<file path="src/rtl/carry_bypass_seq_adder.sv">
// carry_bypass_seq_adder: multi-cycle WIDTH-bit adder reusing one CHUNK-bit carry-bypass slice per cycle.
// Optional subtraction (A-B, oC = not-borrow) is built only when CBSEQ_SUB_EN is defined.

// carry_bypass_block: combinational carry-skip adder slice; carry bypasses each GROUP when all bits propagate.
module carry_bypass_block #(
    parameter int WIDTH = 4,
    parameter int GROUP = 2
) (
    input  logic [WIDTH-1:0] iA,
    input  logic [WIDTH-1:0] iB,
    input  logic             iC,
    output logic [WIDTH-1:0] oS,
    output logic             oC
);
    logic c;
    logic c_grp;
    logic p;
    logic p_all;
    always_comb begin
        oS    = '0;
        c     = iC;
        c_grp = iC;
        p     = 1'b0;
        p_all = 1'b1;
        for (int i = 0; i < WIDTH; i++) begin
            p     = iA[i] ^ iB[i];
            oS[i] = p ^ c;
            c     = (iA[i] & iB[i]) | (p & c);
            p_all = p_all & p;
            if ((i % GROUP) == GROUP - 1 || i == WIDTH - 1) begin
                c     = p_all ? c_grp : c;
                c_grp = c;
                p_all = 1'b1;
            end
        end
        oC = c;
    end
endmodule

module carry_bypass_seq_adder #(
    parameter int WIDTH = 32,
    parameter int CHUNK = 4
) (
    input  logic             iClk,
    input  logic             iRst_n,
    input  logic             iValid,
    output logic             oReady,
    input  logic [WIDTH-1:0] iA,
    input  logic [WIDTH-1:0] iB,
    input  logic             iC,
    input  logic             iSub,
    output logic             oValid,
    input  logic             iReady,
    output logic [WIDTH-1:0] oS,
    output logic             oC
);
    localparam int N  = WIDTH / CHUNK;
    localparam int CW = (N > 1) ? $clog2(N) : 1;

    if (CHUNK < 1 || WIDTH < CHUNK || (WIDTH % CHUNK) != 0) begin : g_bad_cfg
        $fatal(1, "carry_bypass_seq_adder: WIDTH must be a positive multiple of CHUNK");
    end

    typedef enum logic [1:0] {
        IDLE = 2'd0,
        RUN  = 2'd1,
        DONE = 2'd2
    } state_t;

    state_t          state_q, state_d;
    logic [CW-1:0]   cnt_q, cnt_d;
    logic [WIDTH-1:0] a_q, a_d;
    logic [WIDTH-1:0] b_q, b_d;
    logic [WIDTH-1:0] s_q, s_d;
    logic            c_q, c_d;
    logic            armed_q;
    logic [CHUNK-1:0] slice_a;
    logic [CHUNK-1:0] slice_b;
    logic [CHUNK-1:0] slice_s;
    logic            slice_c;
    logic [WIDTH-1:0] b_in;
    logic            c_in;

    // Subtraction is folded in at accept: B is stored inverted and the carry register seeded with 1.
`ifdef CBSEQ_SUB_EN
    assign b_in = iSub ? ~iB : iB;
    assign c_in = iSub | iC;
`else
    logic unused_sub;
    assign unused_sub = iSub;
    assign b_in       = iB;
    assign c_in       = iC;
`endif

    assign slice_a = a_q[int'(cnt_q) * CHUNK +: CHUNK];
    assign slice_b = b_q[int'(cnt_q) * CHUNK +: CHUNK];

    carry_bypass_block #(
        .WIDTH(CHUNK)
    ) u_slice (
        .iA(slice_a),
        .iB(slice_b),
        .iC(c_q),
        .oS(slice_s),
        .oC(slice_c)
    );

    always_comb begin
        state_d = state_q;
        cnt_d   = cnt_q;
        a_d     = a_q;
        b_d     = b_q;
        s_d     = s_q;
        c_d     = c_q;
        oReady  = armed_q && state_q == IDLE;
        oValid  = state_q == DONE;
        if (state_q == IDLE && oReady && iValid) begin
            state_d = RUN;
            cnt_d   = '0;
            a_d     = iA;
            b_d     = b_in;
            c_d     = c_in;
        end
        if (state_q == RUN) begin
            s_d[int'(cnt_q) * CHUNK +: CHUNK] = slice_s;
            c_d     = slice_c;
            cnt_d   = cnt_q + CW'(1);
            state_d = (int'(cnt_q) == N - 1) ? DONE : RUN;
        end
        if (state_q == DONE && iReady) state_d = IDLE;
    end

    // armed_q keeps oReady low while reset is held and for the edge that follows release.
    always_ff @(posedge iClk or negedge iRst_n) begin
        if (!iRst_n) begin
            state_q <= IDLE;
            cnt_q   <= '0;
            a_q     <= '0;
            b_q     <= '0;
            s_q     <= '0;
            c_q     <= 1'b0;
            armed_q <= 1'b0;
        end else begin
            state_q <= state_d;
            cnt_q   <= cnt_d;
            a_q     <= a_d;
            b_q     <= b_d;
            s_q     <= s_d;
            c_q     <= c_d;
            armed_q <= 1'b1;
        end
    end

    assign oS = s_q;
    assign oC = c_q;
endmodule

</file>
<file path="config.mk">
export PLATFORM = sky130hd
export DESIGN_NAME = carry_bypass_seq_adder
export DESIGN_NICKNAME = d
export VERILOG_FILES = /design/src/rtl/carry_bypass_seq_adder.sv
export SDC_FILE = /design/constraint.sdc
export NUM_CORES = 1
export LEC_CHECK = 0
export CAP_MARGIN = 20
export CORE_UTILIZATION = 51
export DETAILED_ROUTE_END_ITERATION = 16
export GPL_TIMING_DRIVEN = 0
export PLACE_DENSITY = 0.79
export SKIP_CTS_REPAIR_TIMING = 1
export SYNTH_ARGS = -nofsm -noshare
export SYNTH_HDL_FRONTEND = slang
export SYNTH_SLANG_ARGS = --single-unit
</file>
<file path="constraint.sdc">
create_clock -name iClk -period 4.4 [get_ports iClk]
set_input_delay 0.66 -clock iClk [delete_from_list [all_inputs] [get_ports iClk]]
set_output_delay 0.66 -clock iClk [all_outputs]
set_load 0.01 [all_outputs]
</file>
# == After elaboration in Yosys (flattened, before gate mapping) ==
# Cells that the tools add are included.
# classes
addsub,2
eq_ne,3
n_shift,4
n_mux,11
n_bitwise,22
reduce_logical,7
# ops
operator,n
32-bit by 6-bit variable part select with 4-bit output,2
5-bit negation with 33-bit output,1
4-bit by 33-bit variable shift with 32-bit output (first input constant),1
4-bit by 33-bit variable part select with 32-bit output,1
32-bit bitwise mux,1
1-bit bitwise AND,10
2-bit 2-to-1 mux,4
1-bit XOR,8
3-bit 2-to-1 mux,2
1-bit logical AND,4
1-bit 2-to-1 mux,4
1-bit OR,4
3-bit by 1-bit adder with 3-bit output (second input constant),1
3-bit by 1-bit equality test with 1-bit output (second input constant),1
3-bit nonzero test,1
2-bit by 1-bit equality test with 1-bit output (second input constant),1
2-bit equality test (second input constant),1
2-bit zero test,1
2-bit nonzero test,1
# totals
ff_bits,103
input_bits,70
word_cells,56

# == Depth between registers and ports, before layout ==
# Gate-level depths: netlist of the first run.
# depth
ltp_word,13
ltp_mapped,16

# == Modules after synthesis ==
# A second synthesis of the first run with hierarchy kept.
# hier_totals
cells_unflattened,351
hier_area_um2,4857.2
# by_module_without_submodules
module,n_inst,cells_each,area_per_inst_um2,seq_area_each_um2
carry_bypass_seq_adder,1,329,4650.7,2577.5
carry_bypass_block,1,22,206.4,0.0

# == Worst setup path before layout of the first run ==
# No wires, ideal clock.
# synth_timing
kind,register -> register
from,register cnt_q[0]
to,register s_q[23] (netlist: oS[23])
t_arrival_ps,3364
t_required_ps,4275
slack_ps,911
path_stages_with_launch,17
period_less_slack_ps,3489
path_cell_list,dfrtp_1 > buf_6 > buf_2 > mux4_2 > nand2_1 > nand2_1 > fa_1 > inv_1 > fa_1 > inv_1 > mux2i_1 > fa_1 > inv_1 > fa_1 > nand2b_1 > nor2_1 > mux2_2
# synth_via
elab_chain_cells,12
# synth_rtl
element,line_no,rtl
from (decl),71,"logic [CW-1:0] cnt_q, cnt_d;"
from (signal assigned),145,cnt_q <= cnt_d;
"32-bit by 6-bit variable part select with 4-bit output, on equally long branches","95, 96",
1-bit XOR,26,p = iA[i] ^ iB[i];
1-bit bitwise AND,28,c = (iA[i] & iB[i]) | (p & c);
1-bit OR,28,
1-bit bitwise AND,28,
1-bit OR,28,
1-bit 2-to-1 mux,31,c = p_all ? c_grp : c;
1-bit bitwise AND,28,
1-bit OR,28,
1-bit XOR,27,oS[i] = p ^ c;
4-bit by 33-bit variable part select with 32-bit output,125,s_d[int'(cnt_q) * CHUNK +: CHUNK] = slice_s;
32-bit bitwise mux (*),125,
to (signal assigned),140,s_q <= '0;
to (signal assigned),148,s_q <= s_d;
to (decl),74,"logic [WIDTH-1:0] s_q, s_d;"
# Every way passes the cells marked *; elsewhere a longest branch is shown, timed or not.
# A chain may end at the register's enable or synchronous reset.

# == Worst setup path after layout of the first run ==
# layout_timing
from,register cnt_q[1]
to,register s_q[23] (netlist: oS[23])
# Same word-level chain as after synthesis.

==> results.toml, run 1 <==
[cts]
cts.path.max_buffers = 2
htree_levels = 3
cts_tree = "yes"
clock_latency_ns = 0.36
cts_root_buffer = "clkbuf_8"
clkTransAtPathRegs_ns = 0.09
clock-sinks = 103
numCtsBuffers = 9

[critical_path]
worstPathRequired_ns = 4.65
crit_arrival_ns = 4.23
crit_type = "flop to flop"
path_cells = "buf_2, buf_2, mux4_1, nand2_1, nand2_1, fa_1, inv_1, fa_1, inv_1, mux2i_1, fa_1, inv_1, fa_1, nand2b_1, nor2_1, mux2_2"
cp_max_fo = 10
cpMostUsedCell = "fa_1"
crit_slowest_cell = "fa_1"
timing.critical_path.from_type = "flop"
r2r_end = "oS[23]$_DFFE_PN0P_"
critPathMaxStageDelay_ns = 0.51
reg2regPathDepth = 16
timing.rr.start = "cnt_q[1]$_DFFE_PN0P_"
regToRegSetupSlack_ns = 0.42
critPathCaptureType = "flop"

[job]
maxCapViolCount = 0

[die]
die_h_um = 102
die_w_um = 102
initial_utilization = 0.523
io_pins = 105
row_count = 36
dieArea_um2 = 10300
core_um2 = 9680

[sta]
finalHoldViolations = 0
period_needed_ns = 3.98
rsz0062_at_grt = "false"
max_freq_ghz = 0.251
relSlewSlack = 0.547
fin_ws_ns = 0.419
slew_viol_final = 0
fin_crit_sh = 0.905
tightest_slew_ns = 0.679
finClkSkew_ns = 0.0106
setup_viol = 0

[route]
drt_pass1_iterations = 4
totalWireLength_mm = 10.3
vias = 3178
drt_iter0_drc = 81
drtAntennaViolNets = 0
vias_per_cell = 5.33
drc = 0
avgRoutedWirePerCell_um = 17.3

[synth]
synth_area_leaders = "dfrtp_1 (51%), mux2_2 (17%), mux4_1 (6.2%)"
yosysSeqAreaShare = 0.509
avgSynthCellArea_um2 = 14.7
synth_ff_type = "dfrtp_1"
async_flop_share = 1.00
synth.largest_area_cell = "dfrtp_1"
synth.top_cell.area_share = 0.509
synth_cells = 344
synth_area_um2 = 5070
yosysUniqueCellTypes = 40
synth_fp_nets = 429
yosys_warnings = 0
synth_edf_count = 0
synth_seq_cells = 103

[power_and_ir_drop]
powerDensity_nw_per_um2 = 703
irDropWorstVdd_v = 0.000288
leakagePower_uw = 0.00288

[global_routing]
grt_pass1_wl_mm = 16.9
first_global_vias = 3424
antenna_found_initial = 0
grt_max_degree = 53
grt-ovfl-total = 0
grt_usage = 0.220

[final_layout]
n_fill_cell = 714
seq_area_um2 = 2580
n_antenna_cell = 0
area_growth_syn_to_layout_pct = 27.4
drive_above_1_share = 0.298
nets = 544
multi_input_area_um2 = 2290
final_util = 0.666

[placed_design]
place_ws_ns = 0.389
gp_congestion = 0.800
dp_hpwl_mm = 7.89
portBuffers = 103

[run_status]
status = "completed"

[worst_hold_path]
hold_path_class = "input pin to async pin"
[sequential cells by signal, indices dropped and copies added, names as in the netlist]
| signal | count |
|---|---|
| cnt_q | 3 |
| armed_q | 1 |
| b_q | 32 |
| state_q | 2 |
| a_q | 32 |
| oC | 1 |
| oS | 32 |
[layer usage]
metal	wire [µm]	up-vias	share of wire	track usage
li1	-	1462	-	-
met1	4540	1621	0.44	0.283
met2	5210	87	0.51	0.381
met3	456	8	0.044	0.0476
met4	94	0	0.0091	0.0524
met5	0	-	0	0
[cell usage after synthesis (2+ instances only)]
cell / instances
ha_1: 11
mux4_2: 4
mux2_4: 14
nor2_1: 9
a22o_1: 2
mux4_1: 12
nand2_1: 30
o21ai_0: 5
fa_1: 4
and2_1: 4
mux2i_1: 5
buf_6: 8
inv_1: 10
dfrtp_1: 103
mux2_2: 78
nand2b_1: 4
nor3_1: 7
nor4b_4: 3
and3_1: 3
buf_2: 8
[stage by stage]
stage	hold slack [ns]	setup TNS (ns)	cell area [µm²]	std cells	power, µW
floorplan	0.364	0	5070	344	3240
global placement	0.481	-108.00	6260	580	3960
detailed placement	0.491	0	6290	581	4050
CTS	0.348	0	6450	596	4570
global route	0.366	0	6450	596	4880
finish	0.333	0	6450	596	4530
[cell type report]
cell class / instances / area share
plain buffers: 18 / 0.0237
clock buffers: 10 / 0.0198
clock inverters: 5 / 0.00562
inverters: 11 / 0.00640
multi-input cells: 212 / 0.356
flip-flops and latches: 103 / 0.399
well taps: 133 / 0.0258
repair buffers: 104 / 0.164
[worst max path at each step]
stage                         start                 end  slack (ns)  cells past startpoint
2_1_floorplan  cnt_q[0]$_DFFE_PN0P_  oS[23]$_DFFE_PN0P_        0.91                     16
3_3_place_gp                 iRst_n  b_q[2]$_DFFE_PN0P_       -1.05                      1
3_5_place_dp   cnt_q[1]$_DFFE_PN0P_  oS[23]$_DFFE_PN0P_        0.39                     16
4_1_cts        cnt_q[1]$_DFFE_PN0P_  oS[23]$_DFFE_PN0P_        0.37                     16
5_1_grt        cnt_q[1]$_DFFE_PN0P_  oS[23]$_DFFE_PN0P_        0.15                     16
6_report       cnt_q[1]$_DFFE_PN0P_  oS[23]$_DFFE_PN0P_        0.42                     16
[cell usage in the layout, fill, tap and decap left out, types with 2 or more instances in the layout]
master / count
inv_1: 10
clkdlybuf4s50_1: 102
nand2b_1: 4
dfrtp_1: 103
fa_1: 4
ha_1: 11
nor4b_4: 3
and3_1: 3
mux2_2: 78
o21ai_0: 5
mux2_4: 14
nor2_1: 9
and2_1: 4
a22o_1: 2
clkbuf_8: 9
mux2i_1: 5
nor3_1: 7
mux4_1: 12
nand2_1: 30
clkinvlp_4: 3
buf_4: 2
buf_2: 8
mux4_2: 4
buf_6: 8
[power by group]
group / internal (µW) / switching [µW]
Sequential: 1360 / 239
Combinational: 1260 / 1150
Clock: 203 / 315
Total: 2830 / 1710
[worst max-delay path: cells and delay by family, from the launching register on]
kind / cells / cell delay, ns
adder cells (fa/ha/maj): 4 / 1.26
buffers and inverters: 5 / 0.86
flip-flops: 1 / 0.48
multiplexers: 3 / 0.82
AND/OR/NAND/NOR: 4 / 0.44
[cells by family (layout without fill, tap and decap cells)]
group	Yosys count	in the layout	share of synthesized area
adder cells (fa/ha/maj)	15	15	0.0430
flip-flops	103	103	0.509
buffers and inverters	29	148	0.0383
AND/OR/NAND/NOR	71	71	0.0884
AO/OA/AOI/OAI	12	12	0.0161
other	1	1	0.000740
multiplexers	113	113	0.305
Power figures use the tool's default switching activity.
==> run 2: changes to the inputs <==
- CORE_MARGIN: unset -> 2
- CORE_UTILIZATION: 51 -> 35
- PLACE_DENSITY: 0.79 -> 0.57
- clock period: 4.4 -> 4.6 ns (I/O delays scaled with it)
==> results.toml, run 2 (synthesized netlist as in run 1, its figures left out) <==
[power_and_ir_drop]
powerDensity_nw_per_um2 = 689
leakagePower_uw = 0.00293
irDropWorstVdd_v = 0.000316
total_power_uw = 4550

[sta]
setup_tns_ns = 0
finalHoldViolations = 0
slew_viol_final = 0
setup_viol = 0
max_freq_ghz = 0.242
rsz0062_at_grt = "false"
finClkSkew_ns = 0.00867
fin_crit_sh = 0.899
relSlewSlack = 0.600
tightest_slew_ns = 0.600
period_needed_ns = 4.14

[route]
drt_pass1_iterations = 4
drc = 0
drtAntennaViolNets = 0
vias = 3099
totalWireLength_mm = 11.1
drt_iter0_drc = 72
vias_per_cell = 4.83
avgRoutedWirePerCell_um = 17.3

[critical_path]
cp_max_fo = 10
worstPathRequired_ns = 4.83
timing.critical_path.from_type = "flop"
crit_type = "flop to flop"
critPathCaptureType = "flop"
crit_arrival_ns = 4.37

[global_routing]
first_global_vias = 3422
grt_pass1_wl_mm = 18.4
grt_usage = 0.151
use_met1 = 0.200
use_met2 = 0.240
grt-ovfl-total = 0
grt_max_degree = 60
top_usage_layer = "met2"
antenna_found_initial = 0
grt_util_met3 = 0.0567

[placed_design]
place_area_um2 = 6350
portBuffers = 103
dp_hpwl_mm = 8.26
dp.cells = 628
gp_congestion = 0.789

[final_layout]
drive_above_1_share = 0.295
most-common-layout-cells = "dfrtp_1 (103), clkdlybuf4s50_1 (102), mux2_2 (78)"
nets = 544
area_growth_syn_to_layout_pct = 30.3
n_fill_cell = 1287
n_antenna_cell = 0
final_cells = 641
final_common_cell = "dfrtp_1"
final_cell_area_um2 = 6600
final_util = 0.472

[cts]
cts_root_buffer = "clkbuf_16"
cts.path.max_buffers = 2
numCtsBuffers = 9
cts_tree = "yes"
clkTransAtPathRegs_ns = 0.07
clock-sinks = 103
htree_levels = 3
clock_latency_ns = 0.35

[worst_hold_path]
hold_path_class = "input pin to async pin"

[run_status]
status = "completed"

[die]
die_h_um = 124
core_um2 = 14000
row_count = 43
die_w_um = 124
dieArea_um2 = 15500
io_pins = 105
initial_utilization = 0.362

[job]
maxCapViolCount = 0
[run 2: cell types whose count changed in the layout (fill, tap and decap cells not counted), sizes merged]
cell	change
clkbuf	+1
clkinvlp	-3
[run 2: worst paths after layout]
path	slack, ns	startpoint	depth (start not counted)	end
min in group iClk	0.50	b_q[21]$_DFFE_PN0P_	1	b_q[21]$_DFFE_PN0P_
min reg2reg	0.50	b_q[21]$_DFFE_PN0P_	1	b_q[21]$_DFFE_PN0P_
min	0.35	iRst_n	1	a_q[30]$_DFFE_PN0P_
max reg2reg	0.46	cnt_q[1]$_DFFE_PN0P_	16	oS[27]$_DFFE_PN0P_
max in group asynchronous	3.55	iRst_n	2	b_q[24]$_DFFE_PN0P_
max	0.46	cnt_q[1]$_DFFE_PN0P_	16	oS[27]$_DFFE_PN0P_
[run 2: critical path, stage by stage, from the launching register on]
cell	delay (ns)
dfrtp_1	0.48
buf_2	0.37
buf_2	0.37
mux4_1	0.38
nand2_1	0.10
nand2_1	0.10
fa_1	0.39
inv_1	0.08
fa_1	0.16
inv_1	0.04
mux2i_1	0.24
fa_1	0.22
inv_1	0.05
fa_1	0.51
nand2b_1	0.18
nor2_1	0.08
mux2_2	0.26
[run 2: metrics by stage]
stage,hold slack [ns],setup WS [ns]
final,0.351,0.464
after global placement,0.482,-1.13
after detailed placement,0.489,0.429
after global routing,0.395,0.116
after CTS,0.367,0.410
after floorplan,0.394,1.11
[run 2: routing by layer]
layer | part of all wire | vias to the layer above
met3 | 0.062 | 5
met2 | 0.46 | 79
li1 | - | 1463
met1 | 0.47 | 1552
met5 | 0 | -
met4 | 0.0084 | 0
[run 2: area by class of cell]
| cell class | count | area [µm²] | area share |
|---|---|---|---|
| clock buffers | 11 | 243 | 0.0368 |
| well taps | 180 | 225 | 0.0341 |
| multi-input cells | 212 | 2290 | 0.348 |
| plain buffers | 18 | 153 | 0.0231 |
| repair buffers | 104 | 1060 | 0.160 |
| clock inverters | 2 | 10.0 | 0.00152 |
| inverters | 11 | 41.3 | 0.00626 |
| flip-flops and latches | 103 | 2580 | 0.391 |
[run 2: report_power, final]
group | internal (µW) | total [µW] | switching [µW]
clock network | 371 | 682 | 311
registers | 1310 | 1540 | 232
logic | 1200 | 2330 | 1130
==> run 3: changes to the inputs <==
- CAP_MARGIN: 20 -> unset
- RECOVER_POWER: unset -> 25
==> results.toml, run 3 (synthesized netlist as in run 1, its figures left out) <==
[sta]
finClkSkew_ns = 0.00867
finalHoldViolations = 0
max_freq_ghz = 0.242
fin_crit_sh = 0.899
worst_hold_slack_ns = 0.497
rsz0062_at_grt = "false"
period_needed_ns = 4.14
setup_tns_ns = 0
slew_viol_final = 46
setup_viol = 0
relSlewSlack = -0.590
tightest_slew_ns = 2.38

[job]
maxCapViolCount = 1

[critical_path]
critPathMaxStageDelay_ns = 0.51
regToRegSetupSlack_ns = 0.46
crit_arrival_ns = 4.37
timing.critical_path.from_type = "flop"
worstPathRequired_ns = 4.83
cpMostUsedCell = "fa_1"
timing.rr.start = "cnt_q[1]$_DFFE_PN0P_"
crit_type = "flop to flop"
reg2regPathDepth = 16
crit_slowest_cell = "fa_1"
cp_max_fo = 10
critPathCaptureType = "flop"
path_cells = "buf_2, buf_2, mux4_1, nand2_1, nand2_1, fa_1, inv_1, fa_1, inv_1, mux2i_1, fa_1, inv_1, fa_1, nand2b_1, nor2_1, mux2_2"
r2r_end = "oS[27]$_DFFE_PN0P_"

[route]
totalWireLength_mm = 11.1
drt_iter0_drc = 72
drc = 0
vias = 3099
drt_pass1_iterations = 4
vias_per_cell = 4.83
avgRoutedWirePerCell_um = 17.3
drtAntennaViolNets = 0

[global_routing]
first_global_vias = 3422
use_met2 = 0.240
use_met1 = 0.200
grt_max_degree = 60
grt_pass1_wl_mm = 18.4
grt_usage = 0.151
antenna_found_initial = 0
top_usage_layer = "met2"
grt-ovfl-total = 0
grt_util_met3 = 0.0567

[final_layout]
drive_above_1_share = 0.293
n_antenna_cell = 0
final_common_cell = "dfrtp_1"
area_growth_syn_to_layout_pct = 29.8
final_cells = 641
most-common-layout-cells = "dfrtp_1 (103), clkdlybuf4s50_1 (102), mux2_2 (78)"
final_cell_area_um2 = 6570
nets = 544

[placed_design]
dp_hpwl_mm = 8.26
dp.cells = 628
place_area_um2 = 6350
gp_congestion = 0.789
portBuffers = 103

[die]
row_count = 43
initial_utilization = 0.362
dieArea_um2 = 15500
die_h_um = 124
core_um2 = 14000
die_w_um = 124
io_pins = 105

[cts]
cts.path.max_buffers = 2
numCtsBuffers = 9
cts_root_buffer = "clkbuf_16"
clkTransAtPathRegs_ns = 0.07
clock_latency_ns = 0.35
cts_tree = "yes"
htree_levels = 3
clock-sinks = 103

[power_and_ir_drop]
leakagePower_uw = 0.00292
total_power_uw = 4550
powerDensity_nw_per_um2 = 691
irDropWorstVdd_v = 0.000316

[run_status]
violations = "max-capacitance violations, max-slew violations"
status = "finished, violations left"

[worst_hold_path]
hold_path_depth = 1
hold_path_class = "flop to flop"
hold_end = "b_q[21]$_DFFE_PN0P_"
hp-start = "b_q[21]$_DFFE_PN0P_"
run 3: cell types whose count changed in the layout (fill, tap and decap cells not counted):
cell	change
buf_4	-1
clkbuf_2	+1
clkbuf_1	+1
buf_16	-1
run 3: layout make-up:
| class | instances | area (µm²) |
|---|---|---|
| Clock buffer | 11 | 243 |
| Multi-Input combinational cell | 212 | 2290 |
| Inverter | 11 | 41.3 |
| Timing Repair Buffer | 104 | 1030 |
| Buffer | 18 | 153 |
| Clock inverter | 2 | 10.0 |
| Tap cell | 180 | 225 |
| Fill cell | 1291 | 7410 |
| Sequential cell | 103 | 2580 |
run 3: critical path: cells and delay by family (launching register included):
kind                       cells  cell delay (ns)
DFF                            1             0.48
and+or+nand+nor                4             0.46
buffers and inverters          5             0.91
muxes                          3             0.88
adders and majority gates      4             1.28
run 3: power by group:
group	internal, µW	total [µW]	leakage (µW)	switching [µW]
clock network	371	682	0.000127	311
registers	1310	1540	0.00130	232
logic	1200	2320	0.00149	1120
total	2880	4550	0.00292	1670
run 3: how the worst max path moves through the flow:
| stage | from | end |
|---|---|---|
| after detailed placement | cnt_q[1]$_DFFE_PN0P_ | oS[23]$_DFFE_PN0P_ |
| final | cnt_q[1]$_DFFE_PN0P_ | oS[27]$_DFFE_PN0P_ |
| after floorplan | cnt_q[0]$_DFFE_PN0P_ | oS[23]$_DFFE_PN0P_ |
| after global placement | iRst_n | b_q[2]$_DFFE_PN0P_ |
| after CTS | cnt_q[1]$_DFFE_PN0P_ | oS[27]$_DFFE_PN0P_ |
| after global routing | cnt_q[1]$_DFFE_PN0P_ | oS[27]$_DFFE_PN0P_ |
run 3: layer usage:
metal  vias up  part of all wire
met4         0            0.0084
met1      1552              0.47
met2        79              0.46
met5         -                 0
met3         5             0.062
li1       1463                 -
run 3: per-stage QoR:
stage               setup WS, ns   util
floorplan                   1.11      -
global placement           -1.13  0.452
detailed placement         0.429  0.454
CTS                        0.410  0.472
global route               0.116  0.470
finish                     0.464  0.470
